`src/rtl/imem_loader.sv`:
```
// Boot-time instruction memory loader: packs a little-endian byte stream into
// 32-bit words, writes them to consecutive addresses, then releases the CPU.
module imem_loader #(
  parameter logic [31:0] START_ADDR = 32'h0000_0000,
  parameter int          NUM_WORDS  = 256
) (
  input  logic        clk,
  input  logic        rst_n,
  input  logic        in_valid,
  input  logic [7:0]  in_data,
  input  logic        in_last,
  output logic        in_ready,
  output logic        mem_we,
  output logic [31:0] mem_addr,
  output logic [31:0] mem_wdata,
  output logic [15:0] word_count,
  output logic        busy,
  output logic        cpu_run,
  output logic        err,
  output logic [2:0]  dbg_state
);

  // Handshake: a byte (with its in_last flag) transfers on a rising edge where
  // in_valid && in_ready; in_valid may drop between bytes, in_ready never
  // depends on in_valid.

  typedef enum logic [2:0] {
    IDLE    = 3'd0,
    COLLECT = 3'd1,
    WRITE   = 3'd2,
    DONE    = 3'd3,
    ERROR   = 3'd4
  } state_t;

  localparam logic [15:0] NUM_WORDS_W = 16'(NUM_WORDS);

  state_t      state_q, state_d;
  logic [1:0]  idx_q, idx_d;
  logic [31:0] word_q, word_d;
  logic [15:0] wc_q, wc_d;
  logic        last_q, last_d;
  logic        we_q, we_d;
  logic [31:0] addr_q, addr_d;
  logic [31:0] wdata_q, wdata_d;

  logic        accept;
  logic        full;
  logic [31:0] merged;

  assign in_ready = (state_q == IDLE) || (state_q == COLLECT);
  assign accept   = in_valid && in_ready;
  assign full     = (wc_q == NUM_WORDS_W);
  assign merged   = word_q | ({24'h0, in_data} << {idx_q, 3'b000});

  always_ff @(posedge clk or negedge rst_n) begin
    if (!rst_n) begin
      state_q <= IDLE;
      idx_q   <= 2'd0;
      word_q  <= 32'h0;
      wc_q    <= 16'h0;
      last_q  <= 1'b0;
      we_q    <= 1'b0;
      addr_q  <= START_ADDR;
      wdata_q <= 32'h0;
    end else begin
      state_q <= state_d;
      idx_q   <= idx_d;
      word_q  <= word_d;
      wc_q    <= wc_d;
      last_q  <= last_d;
      we_q    <= we_d;
      addr_q  <= addr_d;
      wdata_q <= wdata_d;
    end
  end

  always_comb begin
    state_d = state_q;
    idx_d   = idx_q;
    word_d  = word_q;
    wc_d    = wc_q;
    last_d  = last_q;
    we_d    = 1'b0;
    addr_d  = addr_q;
    wdata_d = wdata_q;
    case (state_q)
      IDLE, COLLECT: begin
        if (accept) begin
          // A byte that would start a word past capacity is refused outright,
          // so no write can ever land beyond the last word.
          if (idx_q == 2'd0 && full) begin
            state_d = ERROR;
          end else begin
            word_d = merged;
            idx_d  = idx_q + 2'd1;
            last_d = in_last;
            if (idx_q == 2'd3 || in_last) begin
              state_d = WRITE;
              we_d    = 1'b1;
              addr_d  = START_ADDR + {14'h0, wc_q, 2'b00};
              wdata_d = merged;
            end else begin
              state_d = COLLECT;
            end
          end
        end
      end
      WRITE: begin
        wc_d    = wc_q + 16'd1;
        word_d  = 32'h0;
        idx_d   = 2'd0;
        state_d = last_q ? DONE : COLLECT;
      end
      DONE:    state_d = DONE;
      ERROR:   state_d = ERROR;
      default: state_d = IDLE;
    endcase
  end

  assign mem_we     = we_q;
  assign mem_addr   = addr_q;
  assign mem_wdata  = wdata_q;
  assign word_count = wc_q;
  assign busy       = (state_q == COLLECT) || (state_q == WRITE);
  assign cpu_run    = (state_q == DONE);
  assign err        = (state_q == ERROR);
  assign dbg_state  = state_q;

endmodule

```
`config.mk`:
```
export PLATFORM = sky130hd
export DESIGN_NAME = imem_loader
export DESIGN_NICKNAME = d
export VERILOG_FILES = /design/src/rtl/imem_loader.sv
export SDC_FILE = /design/constraint.sdc
export NUM_CORES = 1
export LEC_CHECK = 0
export ABC_AREA = 1
export BUFFER_PORTS_ARGS = -buffer_cell sky130_fd_sc_hd__buf_4
export CAP_MARGIN = 20
export CELL_PAD_IN_SITES_DETAIL_PLACEMENT = 0
export CELL_PAD_IN_SITES_GLOBAL_PLACEMENT = 2
export CORE_ASPECT_RATIO = 0.9
export CORE_UTILIZATION = 32
export CTS_BUF_LIST = sky130_fd_sc_hd__clkbuf_16
export CTS_CLUSTER_DIAMETER = 100
export CTS_CLUSTER_SIZE = 8
export DETAILED_ROUTE_END_ITERATION = 8
export HOLD_SLACK_MARGIN = 0.15
export PLACE_DENSITY_LB_ADDON = 0.1
export SLEW_MARGIN = 30
export SYNTH_ARGS = -nofsm -noshare
export SYNTH_HDL_FRONTEND = slang
export SYNTH_SLANG_ARGS = --single-unit
```
`constraint.sdc`:
```
create_clock -name clk -period 2.7 [get_ports clk]
set_clock_uncertainty 0.15 [all_clocks]
set_input_delay 0.135 -clock clk [delete_from_list [all_inputs] [get_ports clk]]
set_output_delay 0.135 -clock clk [all_outputs]
set_load 0.05 [all_outputs]
```
==> results of run 1 <==
## worst paths after layout
check / start / end / slack, ps / cells after the start
min reg2reg: word_q[9]$_DFFE_PN0P_ / word_q[9]$_DFFE_PN0P_ / 320 / 2
max reg2reg: dbg_state[2]$_DFFE_PN0P_ / mem_addr[2]$_DFFE_PN0P_ / 570 / 9
min in group clk: word_q[9]$_DFFE_PN0P_ / word_q[9]$_DFFE_PN0P_ / 320 / 2
max: dbg_state[2]$_DFFE_PN0P_ / mem_addr[2]$_DFFE_PN0P_ / 570 / 9
min: rst_n / mem_addr[15]$_DFFE_PN0P_ / 150 / 2
max in group asynchronous: rst_n / idx_q[0]$_DFFE_PN0P_ / 1500 / 3
## power by group
| part | total, µW | switching (µW) | leakage, µW | internal, µW |
|---|---|---|---|---|
| logic | 4070 | 2840 | 0.00189 | 1230 |
| registers | 2380 | 331 | 0.00135 | 2050 |
| clock network | 1240 | 614 | 0.000137 | 628 |
## logic make-up after synthesis
logic type      after synthesis  synth area share
simple gates                388             0.340
flops                       103             0.497
buf+inv                      79            0.0773
compound gates               41            0.0577
xor+xnor                     10            0.0169
fa+ha+maj                     4           0.00966
other cells                   1          0.000724
## cells in the final DEF (no fill, tap or decap), types with 3 or more instances in the layout
| cell type | synthesis | final |
|---|---|---|
| sky130_fd_sc_hd__a21oi_1 | 3 | 3 |
| sky130_fd_sc_hd__inv_2 | 3 | 3 |
| sky130_fd_sc_hd__o21ai_0 | 4 | 4 |
| sky130_fd_sc_hd__clkbuf_16 | 0 | 9 |
| sky130_fd_sc_hd__xnor2_1 | 3 | 3 |
| sky130_fd_sc_hd__dfrtp_1 | 103 | 103 |
| sky130_fd_sc_hd__nand2_1 | 254 | 254 |
| sky130_fd_sc_hd__buf_4 | 19 | 97 |
| sky130_fd_sc_hd__dlygate4sd3_1 | 0 | 11 |
| sky130_fd_sc_hd__o21bai_1 | 32 | 32 |
| sky130_fd_sc_hd__nand3_1 | 11 | 11 |
| sky130_fd_sc_hd__ha_1 | 4 | 4 |
| sky130_fd_sc_hd__inv_1 | 21 | 22 |
| sky130_fd_sc_hd__conb_1 | 1 | 16 |
| sky130_fd_sc_hd__xor2_1 | 7 | 7 |
| sky130_fd_sc_hd__nor2_1 | 29 | 29 |
| sky130_fd_sc_hd__nand4_1 | 51 | 51 |
| sky130_fd_sc_hd__nand3b_1 | 35 | 35 |
## flip-flops by register name, summed over array words and instances (netlist names)
register / flops
mem_wdata: 32
word_q: 32
mem_we: 1
last_q: 1
mem_addr: 16
word_count: 16
idx_q: 2
dbg_state: 3
## cell type report
| cell class | instances | area, µm² |
|---|---|---|
| clock buffers | 9 | 225 |
| clock inverters | 7 | 47.5 |
| inverters | 26 | 97.6 |
| repair buffers | 110 | 878 |
| multi-input cells | 459 | 2270 |
| well taps | 202 | 253 |
| flip-flops and latches | 103 | 2580 |
| fillers | 1614 | 9260 |
## per-stage QoR
stage | setup slack, ps | total power [µW]
floorplan | 494 | 5290
global placement | 601 | 6440
detailed placement | 551 | 6500
CTS | 538 | 7790
global route | 364 | 8230
finish | 574 | 7690
## worst max-delay path, cell delays in order, from the launching register on
cell                      delay, ps
sky130_fd_sc_hd__dfrtp_1        460
sky130_fd_sc_hd__inv_2          130
sky130_fd_sc_hd__nand3_1        110
sky130_fd_sc_hd__nand2_2        160
sky130_fd_sc_hd__inv_2           70
sky130_fd_sc_hd__nor2_4          90
sky130_fd_sc_hd__nand3_2        360
sky130_fd_sc_hd__buf_12         330
sky130_fd_sc_hd__nand2_1         80
sky130_fd_sc_hd__nand2_1         50
## layer usage
| layer | vias up | routed length [µm] | track usage |
|---|---|---|---|
| met4 | 0 | 195 | 0.0563 |
| li1 | 2173 | - | - |
| met1 | 2149 | 7840 | 0.295 |
| met5 | - | 0 | 0 |
| met2 | 123 | 6560 | 0.268 |
| met3 | 12 | 701 | 0.0359 |
==> flow_metrics.py, run 1 <==
metrics = {
    "cts": {
        "cts_root_buf": "sky130_fd_sc_hd__clkbuf_16",
        "clk-insertion-delay-late_ps": 350,
        "ctsHoldBuffers": 11,
        "clock_tree.htree_level_count": 3,
        "cts_tree": "done",
        "cts_sinks": 103,
        "clkSlewWorstSetupHoldPaths_ps": 70,
        "postCtsSetupRepairBufs": 0,
        "numCtsBuffers": 9,
        "cts-root-to-sink-buffers": 2,
        "cts.repair.resized": 0,
    },
    "outcome": {
        "outcome": "finished clean",
    },
    "sta": {
        "hold_violations": 0,
        "worst-slew-pin-transition_ps": 586,
        "setup_viol": 0,
        "fmaxAchievable_mhz": 470,
        "whs_ps": 146,
        "period_needed_ps": 2130,
        "setup_tns_ps": 0,
        "rsz0062_at_grt": "false",
        "relSlewSlack": 0.609,
        "final_min_period_over_clock_period": 0.787,
        "finalMaxSlewViolations": 0,
    },
    "synthesis": {
        "synth.cells.most_frequent": "sky130_fd_sc_hd__nand2_1 (254), sky130_fd_sc_hd__dfrtp_1 (103), sky130_fd_sc_hd__nand4_1 (51)",
        "synth_largest_area_cell": "sky130_fd_sc_hd__dfrtp_1",
        "synth_area_um2": 5180,
        "post-synth-top-area-fraction": 0.497,
        "synth_seq_cells": 103,
        "synth-edff-count": 0,
        "yosysWarnings": 0,
        "post_synth.cell_area_avg_um2": 8.28,
        "post-synth-top-count-cell": "sky130_fd_sc_hd__nand2_1",
        "synth_cell_type_count": 28,
        "synth.yosys.seq_area_share": 0.497,
        "ys_async_sr_fraction": 1.00,
        "post_synth_inst_count": 626,
        "yosys_most_used_dff": "sky130_fd_sc_hd__dfrtp_1",
        "ys_top_cells_by_area": "sky130_fd_sc_hd__dfrtp_1 (50%), sky130_fd_sc_hd__nand2_1 (18%), sky130_fd_sc_hd__nand4_1 (6.2%)",
    },
    "grt": {
        "grt_pass1_wl_um": 24200,
        "grt_antenna_before_repair": 0,
        "gr_util_all_layers": 0.192,
        "grt_overflow_total": 0,
        "maximum_number_of_pins_on_one_net_before_global_route_repair": 69,
        "first_global_vias": 4165,
    },
    "worst_setup_path": {
        "crit_path_end_kind": "register",
        "critical_path.max_fanout": 35,
        "setup.worst_path.start_class": "register",
        "path_class": "register to register",
        "timing.critical_path.arrival_ps": 2220,
        "crit_required_ps": 2800,
    },
    "detailed_routing": {
        "number_of_search_and_repair_iterations_in_the_first_detailed_routing_pass": 5,
        "dr_vias_cell": 4.87,
        "route.vias.total": 4457,
        "drt_iter0_markers": 356,
        "drt_drc_violations_left": 0,
        "routed_wl_per_cell_um": 16.7,
        "detail_route.wirelength_um": 15300,
        "drt.antenna.violating_nets": 0,
    },
    "power": {
        "power_per_cell_area_nw_per_um2": 1210,
        "power_leakage_uw": 0.00337,
        "power.ir.vdd_worst_mv": 0.814,
    },
    "floorplanning": {
        "num_rows": 43,
        "start_util": 0.332,
        "die_w_um": 136,
        "num_io_pins": 100,
        "core_area_um2": 15600,
        "floorplan.die.height_um": 123,
        "die_area_um2": 16700,
    },
    "layout": {
        "n_antenna_cell": 0,
        "utilization": 0.407,
        "fraction_of_final_layout_cells_sized_beyond_drive_strength_1": 0.174,
        "layout.cells.non_filler": 916,
        "fin_area_um2": 6340,
        "finish.net_count": 725,
        "area_growth_syn_to_layout_pct": 22.5,
    },
    "min_path": {
        "hp-class": "input pin to asynchronous set/reset pin",
    },
    "job": {
        "cap_viol_max_count": 0,
    },
    "placed_design": {
        "io_buffers": 83,
        "dp_hpwl_um": 9950,
        "place_congestion": 0.837,
        "place_inst": 889,
        "placedInstanceArea_um2": 5960,
    },
}
No activity file was read; power rests on OpenSTA's default activity.
==> run 2: changes to the inputs <==
- clock period: 2.7 -> 2.16 ns (I/O delays scaled with it)
==> run 2 against run 1 <==
Effect of this change: non-clock buffer count rose by 11; largest cell class unchanged; design area rose by 2.0%; sequential power rose by 25%; maximum frequency rose by 17%.
==> flow_metrics.py, run 2 (synthesized netlist as in run 1, its figures left out) <==
metrics = {
    "outcome": {
        "outcome": "finished clean",
    },
    "detailed_routing": {
        "routed_wl_per_cell_um": 16.4,
        "drt.antenna.violating_nets": 0,
        "number_of_search_and_repair_iterations_in_the_first_detailed_routing_pass": 4,
        "detail_route.wirelength_um": 15200,
        "drt_iter0_markers": 321,
        "drt_drc_violations_left": 0,
        "dr_vias_cell": 4.81,
        "route.vias.total": 4451,
    },
    "cts": {
        "postCtsSetupRepairBufs": 0,
        "cts-root-to-sink-buffers": 2,
        "clkSlewWorstSetupHoldPaths_ps": 70,
        "cts.repair.resized": 0,
        "numCtsBuffers": 9,
        "cts_root_buf": "sky130_fd_sc_hd__clkbuf_16",
        "clk-insertion-delay-late_ps": 350,
        "cts_sinks": 103,
        "cts_tree": "done",
        "clock_tree.htree_level_count": 3,
        "ctsHoldBuffers": 12,
    },
    "worst_setup_path": {
        "critical_path_buf_inv_count": 3,
        "reg2reg_to": "idx_q[1]$_DFFE_PN0P_",
        "crit_required_ps": 2290,
        "crit-reg2reg-launch": "idx_q[0]$_DFFE_PN0P_",
        "worst-path-stages": 10,
        "timing.critical_path.max_delay_family": "buffers and inverters",
        "worst_path_largest_cell_delay_ps": 390,
        "setup.worst_path.start_class": "register",
        "worst_r2r_path_depth": 10,
        "crit_path_end_kind": "register",
        "path_class": "register to register",
        "reg2reg_setup_slack_ps": 340,
        "timing.critical_path.arrival_ps": 1960,
        "timing.critical_path.cells": "clkinv_1, ha_1, nand2_1, inv_1, nand2_1, nor2_1, nand3_2, buf_4, nand3b_1, nand2_1",
        "timing.critical_path.to": "idx_q[1]$_DFFE_PN0P_",
        "crit_slowest_cell": "sky130_fd_sc_hd__dfrtp_1",
        "critical_path.max_fanout": 35,
        "crit_path_start": "idx_q[0]$_DFFE_PN0P_",
        "timing.critical_path.mode_cell": "sky130_fd_sc_hd__nand2_1",
    },
    "sta": {
        "hold_violations": 0,
        "rsz0062_at_grt": "false",
        "final_min_period_over_clock_period": 0.844,
        "whs_ps": 213,
        "setup_tns_ps": 0,
        "setup_viol": 0,
        "period_needed_ps": 1820,
        "fmaxAchievable_mhz": 548,
        "finalMaxSlewViolations": 0,
    },
    "power": {
        "comb_power_frac": 0.538,
        "power_leakage_uw": 0.00344,
        "p_clk_frac": 0.156,
        "power_switching_uw": 4720,
        "power.ir.vdd_worst_mv": 0.770,
        "p_int_uw": 4980,
        "power_per_cell_area_nw_per_um2": 1500,
        "pwr-share-seq": 0.306,
        "p_sw_frac": 0.487,
    },
    "floorplanning": {
        "core_area_um2": 15600,
        "num_io_pins": 100,
        "floorplan.die.height_um": 123,
        "die_w_um": 136,
        "start_util": 0.332,
        "die_area_um2": 16700,
        "num_rows": 43,
    },
    "layout": {
        "n_antenna_cell": 0,
        "leading_cell_type_in_the_layout_fill_and_taps_excluded": "sky130_fd_sc_hd__nand2_1",
        "multi_input_comb_area_um2": 2270,
        "mostFrequentLayoutCells": "sky130_fd_sc_hd__nand2_1 (254), sky130_fd_sc_hd__buf_4 (104), sky130_fd_sc_hd__dfrtp_1 (103)",
        "utilization": 0.415,
        "area_growth_syn_to_layout_pct": 24.9,
        "final.fill_count": 1592,
        "finish.net_count": 736,
        "fraction_of_final_layout_cells_sized_beyond_drive_strength_1": 0.187,
        "sequential_cell_area_um2": 2580,
    },
    "grt": {
        "grt_antenna_before_repair": 0,
        "gr_util_all_layers": 0.192,
        "first_global_vias": 4250,
        "maximum_number_of_pins_on_one_net_before_global_route_repair": 50,
        "grt_overflow_total": 0,
        "grt_pass1_wl_um": 24200,
    },
    "min_path": {
        "hp-class": "input pin to asynchronous set/reset pin",
    },
    "placed_design": {
        "dp_hpwl_um": 10400,
        "place_congestion": 0.812,
        "io_buffers": 83,
    },
    "job": {
        "cap_viol_max_count": 0,
    },
}
run 2: cell types whose count changed in the layout (fill, tap and decap cells not counted):
cell,delta
sky130_fd_sc_hd__nor3_1,-1
sky130_fd_sc_hd__buf_12,+4
sky130_fd_sc_hd__inv_1,-1
sky130_fd_sc_hd__buf_4,+7
sky130_fd_sc_hd__inv_6,-1
sky130_fd_sc_hd__nor3_2,+1
run 2: layer usage:
layer	vias up	share of wire	track usage
li1	2195	-	-
met1	2122	0.52	0.294
met2	122	0.42	0.274
met3	12	0.044	0.0363
met4	0	0.010	0.0458
met5	-	0	0
run 2: power by group through the flow:
| stage | registers (µW) | logic, µW | clock network, µW |
|---|---|---|---|
| 2_1_floorplan | 4150 | 2460 | 0 |
| 3_3_place_gp | 2980 | 5210 | 0 |
| 3_5_place_dp | 2990 | 5240 | 0 |
| 4_1_cts | 2960 | 5280 | 1580 |
| 5_1_grt | 3040 | 5710 | 1640 |
| 6_report | 2970 | 5220 | 1510 |
run 2: worst min-delay path by stage:
stage               cells after the start  start                       end
detailed placement                      1  rst_n  mem_addr[16]$_DFFE_PN0P_
global placement                        1  rst_n  mem_addr[13]$_DFFE_PN0P_
finish                                  3  rst_n  mem_addr[12]$_DFFE_PN0P_
floorplan                               0  rst_n  dbg_state[0]$_DFFE_PN0P_
CTS                                     3  rst_n   mem_addr[5]$_DFFE_PN0P_
global route                            3  rst_n  mem_addr[10]$_DFFE_PN0P_
run 2: per-stage QoR:
stage | setup WS, ps | cells | instance area, µm² | power, µW
floorplan | 12.8 | 641 | 5240 | 6610
global placement | 335 | 899 | 6080 | 8190
detailed placement | 334 | 899 | 6080 | 8240
CTS | 326 | 925 | 6470 | 9820
global route | 197 | 925 | 6470 | 10400
finish | 336 | 925 | 6470 | 9700
run 2: worst reg2reg max path, delay by kind of cell, from the launching register on:
family,cells,cell delay [ps]
fa+ha+maj,1,220
buf+inv,3,520
flops,1,390
simple gates,6,490
run 2: cell type report:
class / instances / share of cell area
multi-input combinational: 459 / 0.351
clock buffer: 9 / 0.0348
timing repair buffer: 121 / 0.156
tap: 202 / 0.0391
inverter: 26 / 0.0151
clock inverter: 5 / 0.00541
sequential: 103 / 0.398
